File: src/rtl/systolic_row_feeder_if.sv
// systolic_row_feeder_if: operand column stream in, skewed per-row array bus out
interface systolic_row_feeder_if #(parameter int IP_size = 8, parameter int ROWS = 4);
  logic s_valid;
  logic s_ready;
  logic [ROWS*IP_size-1:0] s_x;
  logic [ROWS*IP_size-1:0] x_out;
  logic [ROWS-1:0] en_out;
  logic [ROWS-1:0] clr_out;
  modport master (output s_valid, s_x, input s_ready, x_out, en_out, clr_out);
  modport slave (input s_valid, s_x, output s_ready, x_out, en_out, clr_out);
endinterface

File: src/rtl/systolic_row_feeder.sv
// systolic_row_feeder: skews operand columns onto array rows with en/clr sideband and tile_done; FEEDER_STALL_CNT_EN adds the stall counter
module systolic_row_feeder #(
  parameter int IP_size = 8,
  parameter int ROWS = 4,
  parameter int KW = 16,
  parameter int DONE_LAT = 4
) (
  input  logic clk,
  input  logic rst_n,
  input  logic start,
  input  logic [KW-1:0] k_len,
  output logic busy,
  output logic cfg_err,
  output logic tile_done,
  output logic [15:0] stall_cnt,
  systolic_row_feeder_if.slave s
);
  typedef enum logic [1:0] {IDLE, STREAM, DRAIN} state_t;
  state_t state, state_n;
  logic [KW-1:0] k_reg, beat_cnt, drain_cnt;
  logic acc, last, go;
  assign s.s_ready = state == STREAM;
  assign acc = s.s_valid && s.s_ready;
  assign last = acc && beat_cnt == k_reg - 1'b1;
  assign go = state == IDLE && start;
  assign busy = state != IDLE;
  assign tile_done = state == DRAIN && drain_cnt == '0;
  always_ff @(posedge clk or negedge rst_n)
    if (!rst_n) state <= IDLE;
    else state <= state_n;
  always_comb begin
    state_n = state;
    state_n = state == IDLE   ? (go && k_len != '0 ? STREAM : IDLE) :
              state == STREAM ? (last ? DRAIN : STREAM) :
                                (tile_done ? IDLE : DRAIN);
  end
  always_ff @(posedge clk or negedge rst_n)
    if (!rst_n) begin
      cfg_err <= 1'b0;
      k_reg <= '0;
      beat_cnt <= '0;
      drain_cnt <= '0;
    end else begin
      cfg_err <= go && k_len == '0;
      if (go) begin
        k_reg <= k_len;
        beat_cnt <= '0;
      end
      if (acc && !last) beat_cnt <= beat_cnt + 1'b1;
      drain_cnt <= last ? KW'(ROWS - 1 + DONE_LAT) :
                   (state == DRAIN && drain_cnt != '0) ? drain_cnt - 1'b1 : drain_cnt;
    end
  // row r is its slice of the row-0 stage followed by r more stages
  for (genvar r = 0; r < ROWS; r++) begin : g_row
    logic [IP_size-1:0] xs [r+1];
    logic [r:0] es, cs;
    always_ff @(posedge clk or negedge rst_n)
      if (!rst_n) begin
        for (int i = 0; i <= r; i++) xs[i] <= '0;
        es <= '0;
        cs <= '0;
      end else begin
        xs[0] <= acc ? s.s_x[r*IP_size +: IP_size] : '0;
        es[0] <= acc;
        cs[0] <= acc && beat_cnt == '0;
        for (int i = 1; i <= r; i++) begin
          xs[i] <= xs[i-1];
          es[i] <= es[i-1];
          cs[i] <= cs[i-1];
        end
      end
    assign s.x_out[r*IP_size +: IP_size] = xs[r];
    assign s.en_out[r] = es[r];
    assign s.clr_out[r] = cs[r];
  end
`ifdef FEEDER_STALL_CNT_EN
  always_ff @(posedge clk or negedge rst_n)
    if (!rst_n) stall_cnt <= '0;
    else if (go) stall_cnt <= '0;
    else if (state == STREAM && !s.s_valid && stall_cnt != 16'hFFFF) stall_cnt <= stall_cnt + 1'b1;
`else
  assign stall_cnt = '0;
`endif
endmodule

File: src/flat_wrapper.sv
// flat-port wrapper written by rule: the top's interface ports become plain ports
module systolic_row_feeder_flat 
#(
  parameter int IP_size = 8,
  parameter int ROWS = 4,
  parameter int KW = 16,
  parameter int DONE_LAT = 4
)
  (clk, rst_n, start, k_len, busy, cfg_err, tile_done, stall_cnt, s_s_valid, s_s_x, s_s_ready, s_x_out, s_en_out, s_clr_out);
  systolic_row_feeder_if #(.IP_size(IP_size), .ROWS(ROWS)) s_i ();
  input  logic clk;
  input  logic rst_n;
  input  logic start;
  input  logic [KW-1:0] k_len;
  output logic busy;
  output logic cfg_err;
  output logic tile_done;
  output logic [15:0] stall_cnt;
  input wire logic [$bits(s_i.s_valid)-1:0] s_s_valid;
  input wire logic [$bits(s_i.s_x)-1:0] s_s_x;
  output wire logic [$bits(s_i.s_ready)-1:0] s_s_ready;
  output wire logic [$bits(s_i.x_out)-1:0] s_x_out;
  output wire logic [$bits(s_i.en_out)-1:0] s_en_out;
  output wire logic [$bits(s_i.clr_out)-1:0] s_clr_out;
  assign s_i.s_valid = s_s_valid;
  assign s_i.s_x = s_s_x;
  assign s_s_ready = s_i.s_ready;
  assign s_x_out = s_i.x_out;
  assign s_en_out = s_i.en_out;
  assign s_clr_out = s_i.clr_out;
  systolic_row_feeder #(.IP_size(IP_size), .ROWS(ROWS), .KW(KW), .DONE_LAT(DONE_LAT)) u_core (.clk(clk), .rst_n(rst_n), .start(start), .k_len(k_len), .busy(busy), .cfg_err(cfg_err), .tile_done(tile_done), .stall_cnt(stall_cnt), .s(s_i));
endmodule
File: config.mk
export PLATFORM = sky130hd
export DESIGN_NAME = systolic_row_feeder_flat
export DESIGN_NICKNAME = d
export VERILOG_FILES = /design/src/rtl/systolic_row_feeder_if.sv /design/src/rtl/systolic_row_feeder.sv /design/src/flat_wrapper.sv
export SDC_FILE = /design/constraint.sdc
export NUM_CORES = 1
export LEC_CHECK = 0
export CAP_MARGIN = 40
export CORE_MARGIN = 10
export CORE_UTILIZATION = 31
export DETAILED_ROUTE_END_ITERATION = 16
export PLACE_DENSITY_LB_ADDON = 0.1
export SETUP_SLACK_MARGIN = 0.4
export SYNTH_ARGS = -nofsm -noshare
export SYNTH_HDL_FRONTEND = slang
export SYNTH_SLANG_ARGS = --single-unit
File: constraint.sdc
create_clock -name clk -period 6.54 [get_ports clk]
set_clock_uncertainty 0.05 [all_clocks]
set_input_delay 1.308 -clock clk [delete_from_list [all_inputs] [get_ports clk]]
set_output_delay 1.308 -clock clk [all_outputs]
set_load 0.05 [all_outputs]
Yosys cells after proc, flatten, opt, wreduce, memory -nomap -nowiden
Cells that the tools add are included.
- flip-flop bits (word level): 151
- output and inout bits: 60
- add/subtract/negate cells: 3
- eq/ne operators: 3
- mux-type cells: 13
- reduce and logical (&&, ||, !) cells: 19
- operators by type and width (operator ; number):
    $mux 16 ; 4
    $logic_not 16->1 ; 3
    $mux 8 ; 4
    $reduce_bool 16->1 ; 2
    $sub 16x1->16 const B ; 2
    $add 16x1->16 const B ; 1
    $eq 16x16->1 ; 1
    $logic_and 1x1->1 ; 9
    $mux 2 ; 4
    $reduce_bool 2->1 ; 3
    $eq 2x1->1 const B ; 1
    $eq 2x2->1 const B ; 1
    $logic_not 2->1 ; 1
    $logic_not 1->1 ; 1
    $mux 1 ; 1

Depth between registers and ports, before layout
- depth after elaboration: 6
- depth in mapped cells: 10

Worst setup path before layout
OpenSTA, ideal clock, no wires.
- path kind: register to output
- start point: register u_core.drain_cnt[4]
- end point: output tile_done
- arrival: 2276 ps
- setup slack: 2906 ps
- cell stages (with the launch flop): 5
- path buffers: 0
- cells stage by stage: dfrtp_1 -> or3_1 -> or4b_2 -> nand2b_1 -> nor2_1
- word-level cells in the longest chain between the ends: 2
- RTL lines (what ; RTL line ; RTL):
    start: declaration ; systolic_row_feeder.sv:20 ; logic [KW-1:0] k_reg, beat_cnt, drain_cnt;
    start signal: assignment ; systolic_row_feeder.sv:50 ; drain_cnt <= last ? KW'(ROWS - 1 + DONE_LAT) :
    $logic_not 16->1 ; systolic_row_feeder.sv:27 ; assign tile_done = state == DRAIN && drain_cnt == '0;
    $logic_and 1x1->1 ; systolic_row_feeder.sv:27 ;
    end: declaration ; flat_wrapper.sv:17 ; output logic tile_done;
Every way passes these cells.

Worst setup path in the final report
Ends and elaborated chain as after synthesis.

==> impl_summary.txt <==
----------------------------------------------------
[Status]
  Outcome ... finished, final reports clean

[Global route]
  GRT Max-Usage Layer ... met2
  Met3 routing resource usage after global routing ... 0.0374
  Number of antenna violations at the first check in global routing ... 0
  Global-route track usage on met1 ... 0.143
  Maximum number of pins on one net before global-route repair ... 70
  Global routing met2 resource utilization ... 0.161
  Remaining global-route overflow ... 0
  Global-route usage over all layers ... 0.109
  Number of global-route vias before repair ... 3951
  Wire length of the first global-routing pass ... approximately 21000 um

[Floorplanning]
  Effective utilization at floorplan ... 0.314
  Total die area ... 0.0247 sq mm
  Die Wd ... 157 um
  Placeable core region ... 0.0186 sq mm
  Die outline height ... 157 um
  I/O pin count ... roughly 110
  Cell row count ... 50

[Synthesis]
  Post-synthesis register bit count ... between 100 and 150
  Synth warn ... 0
  Commonest cells post-synth ... sky130_fd_sc_hd__dfrtp_1, sky130_fd_sc_hd__nand2_1, sky130_fd_sc_hd__buf_4, sky130_fd_sc_hd__nor2_1, sky130_fd_sc_hd__and3_1
  Library cells used by synthesis ... 49
  Most used DFF post-synth ... sky130_fd_sc_hd__dfrtp_1
  Part of the Yosys area used for sequential elements ... 0.595
  Area share of the largest cell type after synthesis ... 0.595
  Async S/R FF share, synth ... 1.00
  Cell count after synthesis ... between 500 and 600
  Most area-hungry cell type in the Yosys netlist ... sky130_fd_sc_hd__dfrtp_1
  Count leader, synth ... sky130_fd_sc_hd__dfrtp_1
  Number of enable-type register cells in the synthesized netlist ... 0
  Cells taking the most area after synthesis ... sky130_fd_sc_hd__dfrtp_1, sky130_fd_sc_hd__buf_4, sky130_fd_sc_hd__xnor2_1, sky130_fd_sc_hd__nand2_1, sky130_fd_sc_hd__and3_1
  Synthesized area per cell ... ~11 sq um
  Synthesized cell area ... 0.00585 sq mm

[Drt]
  Number of DRC markers in iteration 0 ... 186
  Antenna Violating Nets Remaining ... 0
  DR vias/cell ... between 4 and 5
  DRC viols ... 0
  Total number of vias ... 3854
  Detailed Route WL ... about 13000 um
  DR pass1 iterations ... 5
  Routed wirelength normalized by instance count ... 15.3 um

[Critical path]
  Arrival time at the worst endpoint ... 3.09 ns
  Crit Path Class ... flip-flop to primary output
  Largest stage delay on the critical path ... 0.84 ns
  Top fanout value on the critical path ... 4
  Critical path required time ... 5.18 ns
  Worst Setup Start Kind ... flip-flop
  Critical path, cell by cell ... or3_1 > or4b_2 > nand2b_1 > nor2_1 > clkdlybuf4s50_1
  Critical path's top delay family ... simple AND/OR/NAND/NOR gates
  Critical path buffer and inverter count ... 1
  Cell at the slowest stage of the critical path ... sky130_fd_sc_hd__clkdlybuf4s50_1
  Type of destination of the critical path ... primary output

[Clock tree]
  Number of hold-repair buffers added at the cts stage ... 0
  CTS tree ... built
  Post-CTS repair timing setup buffer count ... 0
  Max H-tree Level ... 4
  CTS Root Buffer Type ... sky130_fd_sc_hd__clkbuf_16
  Maximum buffer depth of the clock tree ... 2
  CTS-repair resized insts ... 0
  Number of sinks handled by clock tree synthesis ... 139
  Clock-pin slew on the worst setup and hold paths ... 0.06 ns
  Clk Latency, worst-skew pair ... between 0.4 and 0.5 ns
  Clock buffers created by TritonCTS ... 17

[Power and ir drop]
  Power density of the placed cells ... between 200 and 300 mW/mm^2
  Part of the power in combinational logic ... 0.110
  Sw frac ... 0.270
  Share of power burned in registers ... 0.434
  Power spent charging and discharging nets ... 0.583 mW
  Total leakage power ... 3.30 nW
  VDD IR max ... 0.000185 V
  Proportion of power drawn by the clock network ... 0.456
  Internal portion of total power ... 1.57 mW

[Finish]
  Synthesis-to-finish area growth ... 26.3%
  Number of flip-flops in the largest register ... 56
  Diodes inserted ... 0
  Layout cells sized above 1 ... 0.0833
  Total Nets Final ... 655
  Top register by number of flip-flops ... u_core.g_row.xs
  Number of fill cells in the layout ... 1809

[STA]
  Hold Slack ... 0.290 ns
  RSZ-0062 raised after global routing ... no
  F_max ... 225 MHz
  TNS Setup ... 0 ns
  Count of final setup violators ... 0
  Slew of the pin with the lowest slew margin ... 0.848 ns
  Max-slew violation total from the final report ... 0
  Min Tclk post-route ... 4.45 ns
  Final worst-path cycle share ... 0.680
  Total count of hold-check failures in the final report ... 0
  Worst rel slew slack ... 0.420

[Placed design]
  Buffers on Ports ... 95
  Detailed placement HPWL ... 9310 um
  Global placer's final weighted congestion ... 0.781

[Flow run]
  Number of maximum-capacitance constraint violations ... 0

[Min path]
  HP Class ... flip-flop to flip-flop

----------------------------------------------------
[power by group through the flow]
stage	logic [mW]	registers (mW)	clock network, mW
floorplan	0.150	0.958	0
global placement	0.236	0.951	0
detailed placement	0.241	0.952	0
CTS	0.241	0.936	1.02
global route	0.254	0.942	1.06
finish	0.237	0.936	0.984
[metal layers]
layer	wire length [um]	vias up
met5	0	-
met4	147	0
met3	765	11
met2	5920	92
met1	6150	1871
li1	-	1880
[placed cells by master (no fill, tap or decap), types with 4 or more instances in the layout]
master and instances:
sky130_fd_sc_hd__a21oi_1 4, sky130_fd_sc_hd__a221o_1 9, sky130_fd_sc_hd__and3_1 34, sky130_fd_sc_hd__clkbuf_16 17, sky130_fd_sc_hd__clkdlybuf4s50_1 94, sky130_fd_sc_hd__conb_1 16, sky130_fd_sc_hd__dfrtp_1 139, sky130_fd_sc_hd__ha_1 4
sky130_fd_sc_hd__inv_1 12, sky130_fd_sc_hd__inv_6 4, sky130_fd_sc_hd__nand2_1 62, sky130_fd_sc_hd__nand2b_1 6, sky130_fd_sc_hd__nand3_1 19, sky130_fd_sc_hd__nor2_1 44, sky130_fd_sc_hd__nor2b_1 4, sky130_fd_sc_hd__nor3_1 11
sky130_fd_sc_hd__nor4_1 13, sky130_fd_sc_hd__o21ai_0 10, sky130_fd_sc_hd__or3_1 9, sky130_fd_sc_hd__or4_1 6, sky130_fd_sc_hd__xnor2_1 27, sky130_fd_sc_hd__xor2_1 10
[worst register-to-register path: stages (launching register included)]
cell and delay, ns:
sky130_fd_sc_hd__dfrtp_1 0.45, sky130_fd_sc_hd__or4_1 0.66, sky130_fd_sc_hd__or3_1 0.42, sky130_fd_sc_hd__or4_1 0.53, sky130_fd_sc_hd__a22oi_2 0.19, sky130_fd_sc_hd__and4_1 0.50
sky130_fd_sc_hd__nor2_2 0.25, sky130_fd_sc_hd__a221o_1 0.37
[path summary, 6_finish.rpt]
path                                   startpoint                      to  slack, ns  cells after the start
max                           u_core.drain_cnt[4]               tile_done       2.09                      5
min reg2reg                u_core.g_row[3].xs[27]  u_core.g_row[3].xs[19]       0.29                      0
max reg2reg                       u_core.k_reg[3]     u_core.beat_cnt[15]       3.00                      7
min                        u_core.g_row[3].xs[27]  u_core.g_row[3].xs[19]       0.29                      0
max in group asynchronous                   rst_n    u_core.drain_cnt[13]       4.46                      3
min in group asynchronous                   rst_n   u_core.g_row[3].cs[3]       0.84                      1
[area by class of cell]
| cell class | count | area [sq um] | share of cell area |
|---|---|---|---|
| Sequential cell | 139 | 3480 | 0.471 |
| Timing Repair Buffer | 101 | 1010 | 0.137 |
| Inverter | 12 | 45.0 | 0.00610 |
| Clock buffer | 17 | 425 | 0.0576 |
| Tap cell | 234 | 293 | 0.0396 |
| Clock inverter | 15 | 183 | 0.0247 |
| Multi-Input combinational cell | 328 | 1950 | 0.264 |
[metrics by stage]
stage          utilization  cell area [sq um]  worst slack [ns]  std cells  power [mW]
3_3_place_gp         0.362               6740              2.49        811        1.19
2_1_floorplan            -               5900              2.91        547        1.11
4_1_cts              0.396               7390              2.04        846        2.19
6_report             0.396               7390              2.09        846        2.16
5_1_grt              0.396               7390              1.94        846        2.25
3_5_place_dp         0.364               6780              2.52        814        1.19
[kinds of logic after synthesis]
kind of cell / synth area share
AO/OA/AOI/OAI: 0.0499
XOR/XNOR: 0.0593
adder cells (fa/ha/maj): 0.00856
buffers and inverters: 0.0813
flip-flops: 0.595
multiplexers: 0.00706
other: 0.000642
AND/OR/NAND/NOR: 0.198
(Power assumes the default switching activity.)
